`src/rtl/timer_input_capture.sv`:
```
// ---------------------------------------------------------------------------
// timer_input_capture
//
// Purpose:
//    Input-capture unit for the PLC timer subsystem. Measures the period
//    between qualifying edges of an external asynchronous input, counted in
//    prescaler ticks (PRESCALER_OV pulses). Each measured period is handed to
//    the CPU through a valid/ack register handshake. A capture that arrives
//    while an unread one is still pending is dropped and flagged.
//
// Parameters:
//    CNT_WIDTH    width of the period counter and CAP_VALUE
//    SYNC_STAGES  flip-flop stages in the CAP_IN synchroniser (>= 2)
//    FILTER_LEN   stable cycles required by the glitch filter
//
// Ports:
//    CLK           in   system clock, rising edge
//    CPU_Reset_n   in   asynchronous active-low reset
//    CAP_EN        in   unit enable; low returns the unit to IDLE
//    CAP_EDGE_SEL  in   2  00 rising, 01 falling, 10 both, 11 rising
//    CAP_IN        in   asynchronous external signal to measure
//    PRESCALER_OV  in   single-cycle tick from the timer prescaler
//    CAP_ACK       in   single-cycle CPU read acknowledge
//    CAP_VALUE     out  CNT_WIDTH  last captured period in ticks
//    CAP_VALID     out  CAP_VALUE holds an unread capture
//    CAP_OVF       out  the capture in CAP_VALUE saturated
//    CAP_MISSED    out  one-cycle pulse when a capture is dropped
//    CAP_BUSY      out  high while armed or measuring
//
// Build option:
//    CAP_FILTER_EN  when defined, a FILTER_LEN-deep stability filter is
//                   inserted after the synchroniser; pulses shorter than
//                   FILTER_LEN cycles never reach the edge detector.
// ---------------------------------------------------------------------------
module timer_input_capture #(
   parameter int CNT_WIDTH   = 16,
   parameter int SYNC_STAGES = 2,
   parameter int FILTER_LEN  = 3
) (
   input  logic                 CLK,
   input  logic                 CPU_Reset_n,
   input  logic                 CAP_EN,
   input  logic [1:0]           CAP_EDGE_SEL,
   input  logic                 CAP_IN,
   input  logic                 PRESCALER_OV,
   input  logic                 CAP_ACK,
   output logic [CNT_WIDTH-1:0] CAP_VALUE,
   output logic                 CAP_VALID,
   output logic                 CAP_OVF,
   output logic                 CAP_MISSED,
   output logic                 CAP_BUSY
);

   // Reject configurations the synchroniser and filter cannot support.
   generate
      if (SYNC_STAGES < 2 || FILTER_LEN < 1) begin : g_bad_params
         $error("timer_input_capture: SYNC_STAGES must be >= 2 and FILTER_LEN >= 1");
      end
   endgenerate

   typedef enum logic [1:0] {
      ST_IDLE    = 2'd0,
      ST_ARM     = 2'd1,
      ST_MEASURE = 2'd2
   } state_t;

   localparam logic [CNT_WIDTH-1:0] CNT_MAX = '1;
   localparam logic [CNT_WIDTH-1:0] CNT_ONE = CNT_WIDTH'(1);

   // ------------------------------------------------------------------------
   // Input conditioning
   // ------------------------------------------------------------------------
   logic [SYNC_STAGES-1:0] sync_q;
   logic                   sync_level;
   logic                   cap_level;
   logic                   level_d_q;
   logic                   rise_det;
   logic                   fall_det;
   logic                   edge_qual;

   // CAP_IN is fully asynchronous, so it is shifted through a plain flop
   // chain before anything else looks at it.
   always_ff @(posedge CLK or negedge CPU_Reset_n) begin
      if (!CPU_Reset_n) begin
         sync_q <= '0;
      end else begin
         sync_q <= {sync_q[SYNC_STAGES-2:0], CAP_IN};
      end
   end

   assign sync_level = sync_q[SYNC_STAGES-1];

`ifdef CAP_FILTER_EN
   localparam int FILT_CW = (FILTER_LEN > 1) ? $clog2(FILTER_LEN) : 1;
   localparam logic [FILT_CW-1:0] FILT_LAST = FILT_CW'(FILTER_LEN - 1);

   logic [FILT_CW-1:0] filt_cnt_q;
   logic               filt_level_q;

   // The filtered level follows the synchroniser only after it has held a
   // differing value for FILTER_LEN consecutive cycles. Any return to the
   // current filtered level restarts the count, so short glitches vanish.
   always_ff @(posedge CLK or negedge CPU_Reset_n) begin
      if (!CPU_Reset_n) begin
         filt_cnt_q   <= '0;
         filt_level_q <= 1'b0;
      end else if (sync_level == filt_level_q) begin
         filt_cnt_q   <= '0;
      end else if (filt_cnt_q == FILT_LAST) begin
         filt_cnt_q   <= '0;
         filt_level_q <= sync_level;
      end else begin
         filt_cnt_q   <= filt_cnt_q + FILT_CW'(1);
      end
   end

   assign cap_level = filt_level_q;
`else
   assign cap_level = sync_level;
`endif

   // One-cycle history of the conditioned level for edge detection. It keeps
   // tracking even while idle so that enabling the unit never produces a
   // phantom edge from stale history.
   always_ff @(posedge CLK or negedge CPU_Reset_n) begin
      if (!CPU_Reset_n) begin
         level_d_q <= 1'b0;
      end else begin
         level_d_q <= cap_level;
      end
   end

   assign rise_det = cap_level & ~level_d_q;
   assign fall_det = ~cap_level & level_d_q;

   // Edge selection; the reserved encoding 11 behaves like rising.
   always_comb begin
      edge_qual = rise_det;
      case (CAP_EDGE_SEL)
         2'b01:   edge_qual = fall_det;
         2'b10:   edge_qual = rise_det | fall_det;
         default: edge_qual = rise_det;
      endcase
   end

   // ------------------------------------------------------------------------
   // Measurement FSM and capture register
   // ------------------------------------------------------------------------
   state_t                 state_q;
   state_t                 state_d;
   logic [CNT_WIDTH-1:0]   cnt_q;
   logic [CNT_WIDTH-1:0]   cnt_d;
   logic                   ovf_q;
   logic                   ovf_d;
   logic                   capture;
   logic [CNT_WIDTH-1:0]   value_d;
   logic                   valid_d;
   logic                   cap_ovf_d;
   logic                   missed_d;
   logic                   busy_d;

   // All sequential state of the unit. CAP_BUSY is registered from the next
   // state so it changes on the same edge as the state register itself.
   always_ff @(posedge CLK or negedge CPU_Reset_n) begin
      if (!CPU_Reset_n) begin
         state_q    <= ST_IDLE;
         cnt_q      <= '0;
         ovf_q      <= 1'b0;
         CAP_VALUE  <= '0;
         CAP_VALID  <= 1'b0;
         CAP_OVF    <= 1'b0;
         CAP_MISSED <= 1'b0;
         CAP_BUSY   <= 1'b0;
      end else begin
         state_q    <= state_d;
         cnt_q      <= cnt_d;
         ovf_q      <= ovf_d;
         CAP_VALUE  <= value_d;
         CAP_VALID  <= valid_d;
         CAP_OVF    <= cap_ovf_d;
         CAP_MISSED <= missed_d;
         CAP_BUSY   <= busy_d;
      end
   end

   // Next-state and counter logic. A qualifying edge restarts the period
   // count; a tick arriving in that same cycle belongs to the new period,
   // so the restart value is 1 rather than 0 and the captured value does
   // not include it. Once the counter is at all-ones further ticks are
   // absorbed and remembered in the overflow flag instead.
   always_comb begin
      state_d = state_q;
      cnt_d   = cnt_q;
      ovf_d   = ovf_q;
      capture = 1'b0;

      if (!CAP_EN) begin
         state_d = ST_IDLE;
         cnt_d   = '0;
         ovf_d   = 1'b0;
      end else begin
         case (state_q)
            ST_IDLE: begin
               state_d = ST_ARM;
               cnt_d   = '0;
               ovf_d   = 1'b0;
            end

            ST_ARM: begin
               if (edge_qual) begin
                  state_d = ST_MEASURE;
                  cnt_d   = PRESCALER_OV ? CNT_ONE : '0;
                  ovf_d   = 1'b0;
               end
            end

            ST_MEASURE: begin
               if (edge_qual) begin
                  capture = 1'b1;
                  cnt_d   = PRESCALER_OV ? CNT_ONE : '0;
                  ovf_d   = 1'b0;
               end else if (PRESCALER_OV) begin
                  if (cnt_q == CNT_MAX) begin
                     ovf_d = 1'b1;
                  end else begin
                     cnt_d = cnt_q + CNT_ONE;
                  end
               end
            end

            default: begin
               state_d = ST_IDLE;
               cnt_d   = '0;
               ovf_d   = 1'b0;
            end
         endcase
      end

      busy_d = (state_d != ST_IDLE);
   end

   // Capture handshake. A new capture is accepted when the register is free
   // or is being acknowledged in the same cycle; otherwise it is dropped and
   // CAP_MISSED pulses. An acknowledge without a new capture frees the
   // register but leaves the last value readable.
   always_comb begin
      value_d   = CAP_VALUE;
      valid_d   = CAP_VALID;
      cap_ovf_d = CAP_OVF;
      missed_d  = 1'b0;

      if (capture) begin
         if (!CAP_VALID || CAP_ACK) begin
            value_d   = cnt_q;
            cap_ovf_d = ovf_q;
            valid_d   = 1'b1;
         end else begin
            missed_d  = 1'b1;
         end
      end else if (CAP_ACK && CAP_VALID) begin
         valid_d   = 1'b0;
         cap_ovf_d = 1'b0;
      end
   end

endmodule
```
`config.mk`:
```
export PLATFORM = sky130hd
export DESIGN_NAME = timer_input_capture
export DESIGN_NICKNAME = d
export VERILOG_FILES = /design/src/rtl/timer_input_capture.sv
export SDC_FILE = /design/constraint.sdc
export NUM_CORES = 1
export LEC_CHECK = 0
export ABC_AREA = 1
export CAP_MARGIN = 5
export CORE_UTILIZATION = 50
export CTS_CLUSTER_SIZE = 30
export DETAILED_ROUTE_END_ITERATION = 8
export PLACE_DENSITY = 0.8
export SLEW_MARGIN = 15
export SYNTH_ARGS = -nofsm -noshare
export SYNTH_HDL_FRONTEND = slang
export SYNTH_SLANG_ARGS = --single-unit
```
`constraint.sdc`:
```
create_clock -name CLK -period 1.65 [get_ports CLK]
set_input_delay 0.33 -clock CLK [delete_from_list [all_inputs] [get_ports CLK]]
set_output_delay 0.33 -clock CLK [all_outputs]
set_load 0.02 [all_outputs]
```
Word-level counts from Yosys, hierarchy flattened
Cells that the tools add are included.

storage, ports and cells
  logic and storage cells = 63
  output and inout port bits = 20
  bits of input ports = 8
  register bits after elaboration = 42

cells by class
  add/sub/neg operators = 1
  eq/ne operators = 10
  multiplexer cells = 27
  reduce and logical (&&, ||, !) cells = 10
  bitwise logic cells = 5

operators with widths
  cell                                                                   count
  16-bit two-way mux                                                     5
  16-bit one-hot mux with 2 select lines                                 1
  16-bit by 1-bit adder with 16-bit output, second input constant        1
  16-bit equality test, second input constant                            1
  1-bit two-way mux                                                      16
  4-bit != test, second input constant                                   3
  2-bit one-hot mux with 3 select lines                                  1
  3-bit AND reduction                                                    2
  2-bit by 1-bit equality test with 1-bit output, second input constant  2
  2-bit equality test, second input constant                             2
  2-bit two-way mux                                                      2
  1-bit one-hot mux with 2 select lines                                  2
  2-bit AND reduction                                                    2
  2-bit nonzero test                                                     2
  3-bit != test, second input constant                                   1
  1-bit bitwise AND                                                      2
  2-bit zero test                                                        1
  2-bit by 1-bit != test with 1-bit output, second input constant        1
  1-bit inverter                                                         2
  1-bit logical AND                                                      1
  1-bit zero test                                                        1
  1-bit logical OR                                                       1
  1-bit bitwise OR                                                       1

Logic depth before layout (Yosys ltp)
Gate-level depths: netlist of run 1.

  depth in word-level cells = 9
  mapped depth = 15
  depth with buffers taken out = 13

Least setup slack after synthesis of run 1
Ideal clock, no wire load.

  path kind = input port to flip-flop
  start = input port CAP_EDGE_SEL[0]
  end = register cnt_q[10]
  slack = -176 ps
  required time = 1,576 ps
  setup time = 74 ps
  path buffers = 4
  arrival time = 1,752 ps
  cell stages on the path = 15
  cells stage by stage = inv_1 -> ha_1 -> inv_1 -> or2_1 -> buf_6 -> nand2_2 -> buf_6 -> nand3_2 -> nand2_2 -> inv_2 -> nand2_2 -> buf_6 -> buf_8 -> nand2_1 -> o21ai_2

on the way
  longest elaborated chain between the ends = 5
  elaborated cells between the ends (all ways) = 10
  those cells by class = eq/ne: 5; mux: 4; reduce/logical: 1

ends and longest elaborated chain
  what                                                                                   line  text
  from (decl)                                                                            43    input logic [1:0] CAP_EDGE_SEL,
  2-bit equality test or 2-bit by 1-bit equality test with 1-bit output (tied branches)  139   case (CAP_EDGE_SEL)
  1-bit one-hot mux with 2 select lines *                                                139
  16-bit two-way mux                                                                     218   if (edge_qual) begin
  16-bit one-hot mux with 2 select lines                                                 202   case (state_q)
  16-bit two-way mux                                                                     197   if (!CAP_EN) begin
  to (signal assigned)                                                                   176   cnt_q <= cnt_d;
  to (decl)                                                                              151   logic [CNT_WIDTH-1:0] cnt_q;

Every way passes the cells marked *; elsewhere a longest branch is shown, timed or not.
A chain may end at the register's enable or synchronous reset.

Worst setup path in the final report of run 1
  start = register cnt_q[0]
  end = register cnt_q[3]

on the way
  longest elaborated chain between the ends = 6
  elaborated cells between the ends (all ways) = 9
  those cells by class = add/sub: 1; eq/ne: 2; mux: 5; reduce/logical: 1

ends and longest elaborated chain
  what                                      line  text
  16-bit by 1-bit adder with 16-bit output  226   cnt_d = cnt_q + CNT_ONE;
  16-bit two-way mux                        223   if (cnt_q == CNT_MAX) begin
  16-bit two-way mux                        222   end else if (PRESCALER_OV) begin
  16-bit two-way mux                        218
  16-bit one-hot mux with 2 select lines    202
  16-bit two-way mux                        197

Several ways; a longest one is shown, not always the timed one. The select of a mux whose other input is x is not followed.

==> summary.md, run 1 <==
| Metric | Value |
|---|---|
| Initial antenna violation count | `0` |
| Synth cell types | `29` |
| #FFs+latches synth | `42` |
| Drt via density | `5.691` |
| PD cells | `683.0 nW/µm²` |
| Final min period | `1.844 ns` |
| VDD IR max | `486.0 µV` |
| Final Max Slew Viols | `0` |
| DP HPWL | `3.704 mm` |
| Critical path class | `flip-flop to flip-flop` |
| Die ar. | `4836 µm²` |
| Commonest cells after routing, fill and taps aside | `50 x nand2_1, 42 x dfrtp_1, 31 x inv_1` |
| Leakage dissipation | `1.658 nW` |
| F_max | `542.4 MHz` |
| Hold Vio Cnt, Final | `0` |
| Final setup fails | `36` |
| Commonest non-fill, non-tap cell in the layout | `nand2_1` |
| Num CTS Buffers | `5` |
| Post-synthesis sequential area ratio | `46.08%` |
| Synth area leader | `dfrtp_1` |
| PortBufs | `27` |
| Grt total ovfl | `0` |
| Largest net degree at the start of global routing | `43` |
| H-tree levels | `2` |
| Synth Area in Simple Gates | `27.87%` |
| Worst-skew pair later-pin latency | `0.30 ns` |
| Fin crit share | `111.7%` |
| CTS tree | `yes` |
| Largest cells by area after synthesis | `dfrtp_1 46%, nand2_1 11%, nand3_1 6.8%, inv_1 5.8%, ha_1 4.9%` |
| Crit path arrival time | `2.04 ns` |
| CTS max path bufs | `2` |
| Startpoint types | `flip-flop` |
| Critical path required time | `1.84 ns` |
| Yosys warnings | `0` |
| Outcome | `finished with violations` |
| Worst Setup End Kind | `flip-flop` |
| RSZ-0062 raised after global routing | `true` |
| Multi-input gate area | `1290 µm²` |
| DRC viols | `0` |
| Number of fill cells | `290` |
| Post-synthesis mux area share | `1.481%` |
| Row Count | `24` |
| Max cap viols | `0` |
| Routed length per placed instance | `16.31 µm` |
| Pre-antenna DRT Iters | `5` |
| Area grow syn2layout | `44.54%` |
| CTS clock-pin slew for the worst setup and hold paths | `0.08 ns` |
| # nets final | `360` |
| Finished Core Util | `75.20%` |
| Post-Syn Area per Cell | `8.146 µm²` |
| Synth Area in Adders | `4.937%` |
| Core footprint | `4384 µm²` |
| Die Ht | `69.54 µm` |
| CP Max Fanout | `5` |
| Final RePlAce weighted congestion | `0.8374` |
| Post-synthesis compound-gate area fraction | `8.941%` |
| Gr usage total | `24.86%` |
| Final WS setup | `-0.1937 ns` |
| First-pass GRT wire length | `9.515 mm` |
| Register area | `1051 µm²` |
| Cells after synthesis | `280` |
| Total power | `2.252 mW` |
| Number of routed nets with antenna violations | `0` |
| Slew headroom | `63.53%` |
| XOR/XNOR share of the synthesized area | `1.152%` |
| Largest family of logic cells by synthesized area | `simple AND/OR/NAND/NOR gates` |
| Initial DRC Count | `245` |
| Min-delay worst type | `input pin to async pin` |
| Clock sinks | `42` |
| Die width | `69.54 µm` |
| Failing checks | `negative setup slack` |
| Via count | `2248` |
| Synthesized area | `2281 µm²` |
| Share of layout cells above drive strength 1 | `31.78%` |
| Starting density of the core | `52.03%` |
| Worst-Margin Slew | `0.5470 ns` |
| Syn_nets | `297` |
| Root Driver | `clkbuf_8` |
| I/O pins | `28` |
| Antenna Cells | `0` |
| Vias in the first global route | `2092` |
| Clock skew | `0.003746 ns` |
| Post-Route WL | `6.442 mm` |
| Top-area cell type share of the netlist area | `46.08%` |
==> path summary, 6_finish.rpt <==
check	startpoint	end	slack (ns)	cells after the start
hold / removal	CPU_Reset_n	CAP_VALUE[2]$_DFFE_PN0P_	0.1	2
max in group asynchronous	CPU_Reset_n	state_q[1]$_DFF_PN0_	1.18	2
hold reg to reg	sync_q[0]$_DFF_PN0_	sync_q[1]$_DFF_PN0_	0.35	0
min in group CLK	sync_q[0]$_DFF_PN0_	sync_q[1]$_DFF_PN0_	0.35	0
setup reg to reg	cnt_q[0]$_DFFE_PN0P_	cnt_q[3]$_DFFE_PN0P_	-0.19	10
setup / recovery	cnt_q[0]$_DFFE_PN0P_	cnt_q[3]$_DFFE_PN0P_	-0.19	10
==> cell usage after synthesis <==
cell type  number
o21ai_2         4
nand3_1        31
o21ai_1         2
nand2_1        66
nor2_1         19
and2_1          1
o21ai_0        22
o21bai_1        1
a21oi_1         7
or2_1           1
nand3_2         5
nand4_1         5
buf_2           3
buf_6           3
nor3b_1         1
nor3_1          2
nand2_2         3
inv_2           1
ha_1            9
dfrtp_1        42
mux2_2          3
nor2_2          2
buf_8           1
or2_2           3
buf_4           1
xor2_1          3
inv_1          35
clkbuf_1        3
a31oi_1         1
==> power breakdown <==
group	leakage (nW)	switching [mW]	internal (mW)
registers	0.575	0.0173	1.06
clock network	0.0438	0.361	0.284
logic	1.04	0.288	0.241
==> timing repair <==
action / in CTS / in global routing
cloned: 1 / 1
pin swaps: 7 / 12
gates resized for setup: 31 / 50
buffers inserted: 5 / 1
endpoints found under the hold margin: 0 / 0
setup endpoints to repair: 37 / 36
hold buffers: 0 / 0
==> per-stage QoR <==
| step | TNS [ns] | instance area (µm²) | worst slack [ns] | hold WS, ns | std cells |
|---|---|---|---|---|---|
| after floorplan | -1.581 | 2330 | -0.1416 | 0.03441 | 280 |
| after global placement | -23.07 | 2844 | -0.6894 | 0.3345 | 381 |
| after CTS | -2.737 | 3060 | -0.1194 | 0.1112 | 393 |
| final | -4.698 | 3297 | -0.1937 | 0.09658 | 395 |
| after global routing | -8.149 | 3297 | -0.2760 | 0.1420 | 395 |
| after detailed placement | -25.90 | 2844 | -0.7758 | 0.3411 | 381 |
==> layer usage <==
| layer | share of wire, % | vias up | GRT usage (%) |
|---|---|---|---|
| met5 | 0 | - | 0 |
| met4 | 4.1 | 0 | 9.751 |
| met3 | 6.5 | 34 | 5.087 |
| met2 | 50 | 116 | 42.07 |
| met1 | 39 | 1073 | 31.11 |
| li1 | - | 1025 | - |
==> registers in the layout, summed over array words and instances, names as in the netlist <==
signal,count
CAP_VALUE,16
cnt_q,16
state_q,2
sync_q,2
CAP_BUSY,1
CAP_MISSED,1
CAP_OVF,1
CAP_VALID,1
level_d_q,1
ovf_q,1
==> kinds of logic after synthesis <==
| family | Yosys count |
|---|---|
| buffers and inverters | 47 |
| AO/OA/AOI/OAI | 37 |
| XOR/XNOR | 3 |
| adder cells (fa/ha/maj) | 9 |
| AND/OR/NAND/NOR | 139 |
| flip-flops | 42 |
| multiplexers | 3 |
==> final cells by class <==
class / count / area share, %
well taps: 52 / 1.973
inverters: 36 / 4.554
clock buffers: 5 / 2.087
multi-input cells: 191 / 39.13
clock inverters: 2 / 0.3036
repair buffers: 67 / 20.08
flip-flops and latches: 42 / 31.88
==> critical path, cell delays in order (launching register included) <==
cell and delay [ns]:
dfrtp_1 0.38, ha_1 0.24, nand3_2 0.13, nor2_2 0.14, nand3_2 0.09, nor2_2 0.19
nand3_4 0.14, nand2_8 0.14, inv_1 0.10, nand3_1 0.13, nand2_2 0.05
No activity file was read; power rests on OpenSTA's default activity.
==> run 2: changes to the inputs <==
--- a/config.mk
+++ b/config.mk
@@ -7,10 +7,12 @@
 export LEC_CHECK = 0
 export ABC_AREA = 1
 export CAP_MARGIN = 5
-export CORE_UTILIZATION = 50
+export CORE_UTILIZATION = 59
 export CTS_CLUSTER_SIZE = 30
 export DETAILED_ROUTE_END_ITERATION = 8
-export PLACE_DENSITY = 0.8
+export PLACE_DENSITY = 0.88
+export RECOVER_POWER = 100
+export SKIP_LAST_GASP = 1
 export SLEW_MARGIN = 15
 export SYNTH_ARGS = -nofsm -noshare
 export SYNTH_HDL_FRONTEND = slang
==> constraint.sdc (replaced) <==
create_clock -name CLK -period 2.2 [get_ports CLK]
set_input_delay 0.44 -clock CLK [delete_from_list [all_inputs] [get_ports CLK]]
set_output_delay 0.44 -clock CLK [all_outputs]
set_load 0.02 [all_outputs]
==> run 2 against run 1 <==
Against the previous run: the flow now finishes without violations; flip-flop and latch count stayed put; setup slack better by 0.40 ns; count of clock-buffer cells in the layout stayed put; critical endpoint is now cnt_q[11]$_DFFE_PN0P_; die area is 15% lower; combinational power is 47% lower.
==> summary.md, run 2 (synthesis gave the netlist of run 1 again) <==
| Metric | Value |
|---|---|
| Multi-input gate area | `1035 µm² (-20%)` |
| Final Max Slew Viols | `0 (unchanged)` |
| DP HPWL | `3.638 mm (-1.8%)` |
| Final setup fails | `0 (-100%)` |
| Outcome | `finished clean` |
| Gate power share | `16.7% (-6.8 points)` |
| VDD IR max | `554.4 µV (+14%)` |
| Final RePlAce weighted congestion | `0.9203 (+9.9%)` |
| Clock skew | `0.004606 ns (+0.0008602 ns)` |
| Grt total ovfl | `0 (unchanged)` |
| Row Count | `22 (-8.3%)` |
| Number of fill cells | `257 (-11%)` |
| Largest net degree at the start of global routing | `43 (unchanged)` |
| Worst-Margin Slew | `1.017 ns (+0.4696 ns)` |
| Max cap viols | `0 (unchanged)` |
| Routed length per placed instance | `14.27 µm (-12%)` |
| Post-Route WL | `5.296 mm (-18%)` |
| Cell Area, Placed | `2649 µm² (-6.9%)` |
| Via count | `2056 (-8.5%)` |
| Worst path bufs/invs | `1 (unchanged)` |
| Commonest non-fill, non-tap cell in the layout | `nand2_1` |
| CTS clock-pin slew for the worst setup and hold paths | `0.08 ns (about the same)` |
| # nets final | `339 (-5.8%)` |
| H-tree levels | `2 (unchanged)` |
| Clock power share | `35.2% (+6.6 points)` |
| Drt via density | `5.542 (-2.6%)` |
| Root Driver | `clkbuf_8` |
| DRC viols | `0 (unchanged)` |
| Slowest cell on crit path | `dfrtp_1` |
| Pre-antenna DRT Iters | `5 (unchanged)` |
| Clock sinks | `42 (unchanged)` |
| Top Registers | `CAP_VALUE: 16 flops, cnt_q: 16 flops` |
| Worst Setup End Kind | `flip-flop` |
| Startpoint types | `flip-flop` |
| Core footprint | `3689 µm² (-16%)` |
| Vias in the first global route | `1928 (-7.8%)` |
| Non-Filler Instances | `371 (-6.1%)` |
| Die ar. | `4118 µm² (-15%)` |
| RSZ-0062 raised after global routing | `false` |
| CP top delay family | `simple AND/OR/NAND/NOR gates` |
| Register area | `1051 µm² (unchanged)` |
| Critical path required time | `2.42 ns (+0.58 ns)` |
| Commonest cells after routing, fill and taps aside | `67 x nand2_1, 42 x dfrtp_1, 32 x inv_1` |
| Crit path arrival time | `2.21 ns (+0.17 ns)` |
| Num CTS Buffers | `5 (unchanged)` |
| Worst R2R Start | `cnt_q[0]$_DFFE_PN0P_` |
| Starting density of the core | `61.84% (+9.8 points)` |
| I/O pins | `28 (unchanged)` |
| PD cells | `595.5 nW/µm² (-13%)` |
| Finished Cell Area | `2834 µm² (-14%)` |
| Fin crit share | `90.55% (-21 points)` |
| Worst path max stage delay | `0.43 ns (+0.05 ns)` |
| Gr usage total | `28.30% (+3.4 points)` |
| HP Start | `sync_q[0]$_DFF_PN0_` |
| Share of layout cells above drive strength 1 | `15.48% (-16 points)` |
| Slew headroom | `32.23% (-31 points)` |
| Hold Vio Cnt, Final | `0 (unchanged)` |
| Die Ht | `64.18 µm (-7.7%)` |
| R2R depth | `10 (unchanged)` |
| Reg2Reg Capture Point | `cnt_q[11]$_DFFE_PN0P_` |
| CP Max Fanout | `8 (+3)` |
| Sw power | `0.4369 mW (-34%)` |
| Min-delay worst type | `flip-flop to flip-flop` |
| PortBufs | `27 (unchanged)` |
| Sequential share of power | `48.0% (about the same)` |
| Hold Crit Depth | `0` |
| Worst Hold Path EP | `sync_q[1]$_DFF_PN0_` |
| CTS tree | `yes` |
| F_max | `502.0 MHz (-7.4%)` |
| Number of routed nets with antenna violations | `0 (unchanged)` |
| Post-CTS Hold Buffers | `0 (unchanged)` |
| Area grow syn2layout | `24.25%` |
| First-pass GRT wire length | `8.735 mm (-8.2%)` |
| Crit-path cells | `ha_1, nand3_2, nor2_2, nand3_2, nor2_2, nand3_4, nand2_4, clkbuf_16, nand2_1, o21ai_2` |
| Leakage dissipation | `1.395 nW (-16%)` |
| Initial antenna violation count | `0 (unchanged)` |
| Worst-skew pair later-pin latency | `0.30 ns (about the same)` |
| Sw frac | `25.89% (-3.7 points)` |
| R2R setup slack | `0.21 ns (+0.40 ns)` |
| Antenna Cells | `0 (unchanged)` |
| Critical path class | `flip-flop to flip-flop` |
| Die width | `64.18 µm (-7.7%)` |
| Initial DRC Count | `131 (-47%)` |
| Internal | `1.251 mW (-21%)` |
| Final min period | `1.992 ns (+0.1483 ns)` |
| CTS max path bufs | `2 (unchanged)` |
| Total power | `1.688 mW (-25%)` |
| Placed Cells | `359 (-5.8%)` |
-- run 2: cell count changes in the layout (fill, tap and decap cells not counted), moves of 4 or more --
cell,previous run,this run
clkdlybuf4s50_1,24,3
buf_4,29,10
nand2_1,50,67
a21oi_1,3,7
nand2_4,14,1
o21ai_0,12,19
dlygate4sd3_1,0,21
o21ai_2,11,4
-- run 2: worst max-delay path by stage --
stage                               startpoint               endpoint  cells past startpoint
after floorplan                CAP_EDGE_SEL[0]  cnt_q[10]$_DFFE_PN0P_                     15
after global placement         CAP_EDGE_SEL[0]  cnt_q[11]$_DFFE_PN0P_                     11
after detailed placement       CAP_EDGE_SEL[0]   cnt_q[8]$_DFFE_PN0P_                     12
after CTS                      CAP_EDGE_SEL[0]  cnt_q[15]$_DFFE_PN0P_                     13
after global routing      cnt_q[0]$_DFFE_PN0P_  cnt_q[11]$_DFFE_PN0P_                     10
final                     cnt_q[0]$_DFFE_PN0P_  cnt_q[11]$_DFFE_PN0P_                     10
-- run 2: stage by stage --
stage	setup TNS [ns]	hold slack [ns]	util, %	setup WS (ns)
finish	0	0.3552	76.83	0.2080
floorplan	0	0.1444	-	0.2644
global route	0	0.3611	76.83	0.05441
detailed placement	-7.111	0.3402	71.81	-0.2978
global placement	-4.751	0.3376	71.81	-0.2458
CTS	0	0.2150	75.31	0.03527
-- run 2: worst register-to-register path, stage by stage, from the launching register on --
cell and delay [ns]:
dfrtp_1 0.43, ha_1 0.24, nand3_2 0.14, nor2_2 0.16, nand3_2 0.10, nor2_2 0.24
nand3_4 0.15, nand2_4 0.16, clkbuf_16 0.18, nand2_1 0.06, o21ai_2 0.07
-- run 2: metal layers --
layer	wire, µm	global-route usage (%)
met1	2279	36.47
met4	140	13.06
met5	0	0
met2	2489	44.55
met3	387	7.500
-- run 2: power by group through the flow --
stage	Sequential (mW)	Clock, mW	Combinational, mW
global route	0.815	0.639	0.311
finish	0.811	0.595	0.282
global placement	0.826	0	0.249
detailed placement	0.827	0	0.254
CTS	0.811	0.604	0.266
floorplan	0.844	0	0.134
-- run 2: timing repair --
action                                  in CTS  in global routing
endpoints found under the setup margin       8                 27
resized for setup                            1                 13
buffers inserted                             2                  1
pin swaps                                    2                  7
cloned                                       0                  1
-- run 2: cell type report --
cell class / count / share of cell area [%]
clock inverters: 3 / 1.413
well taps: 48 / 2.119
multi-input cells: 191 / 36.51
repair buffers: 46 / 15.67
clock buffers: 5 / 2.428
flip-flops and latches: 42 / 37.09
inverters: 36 / 4.768
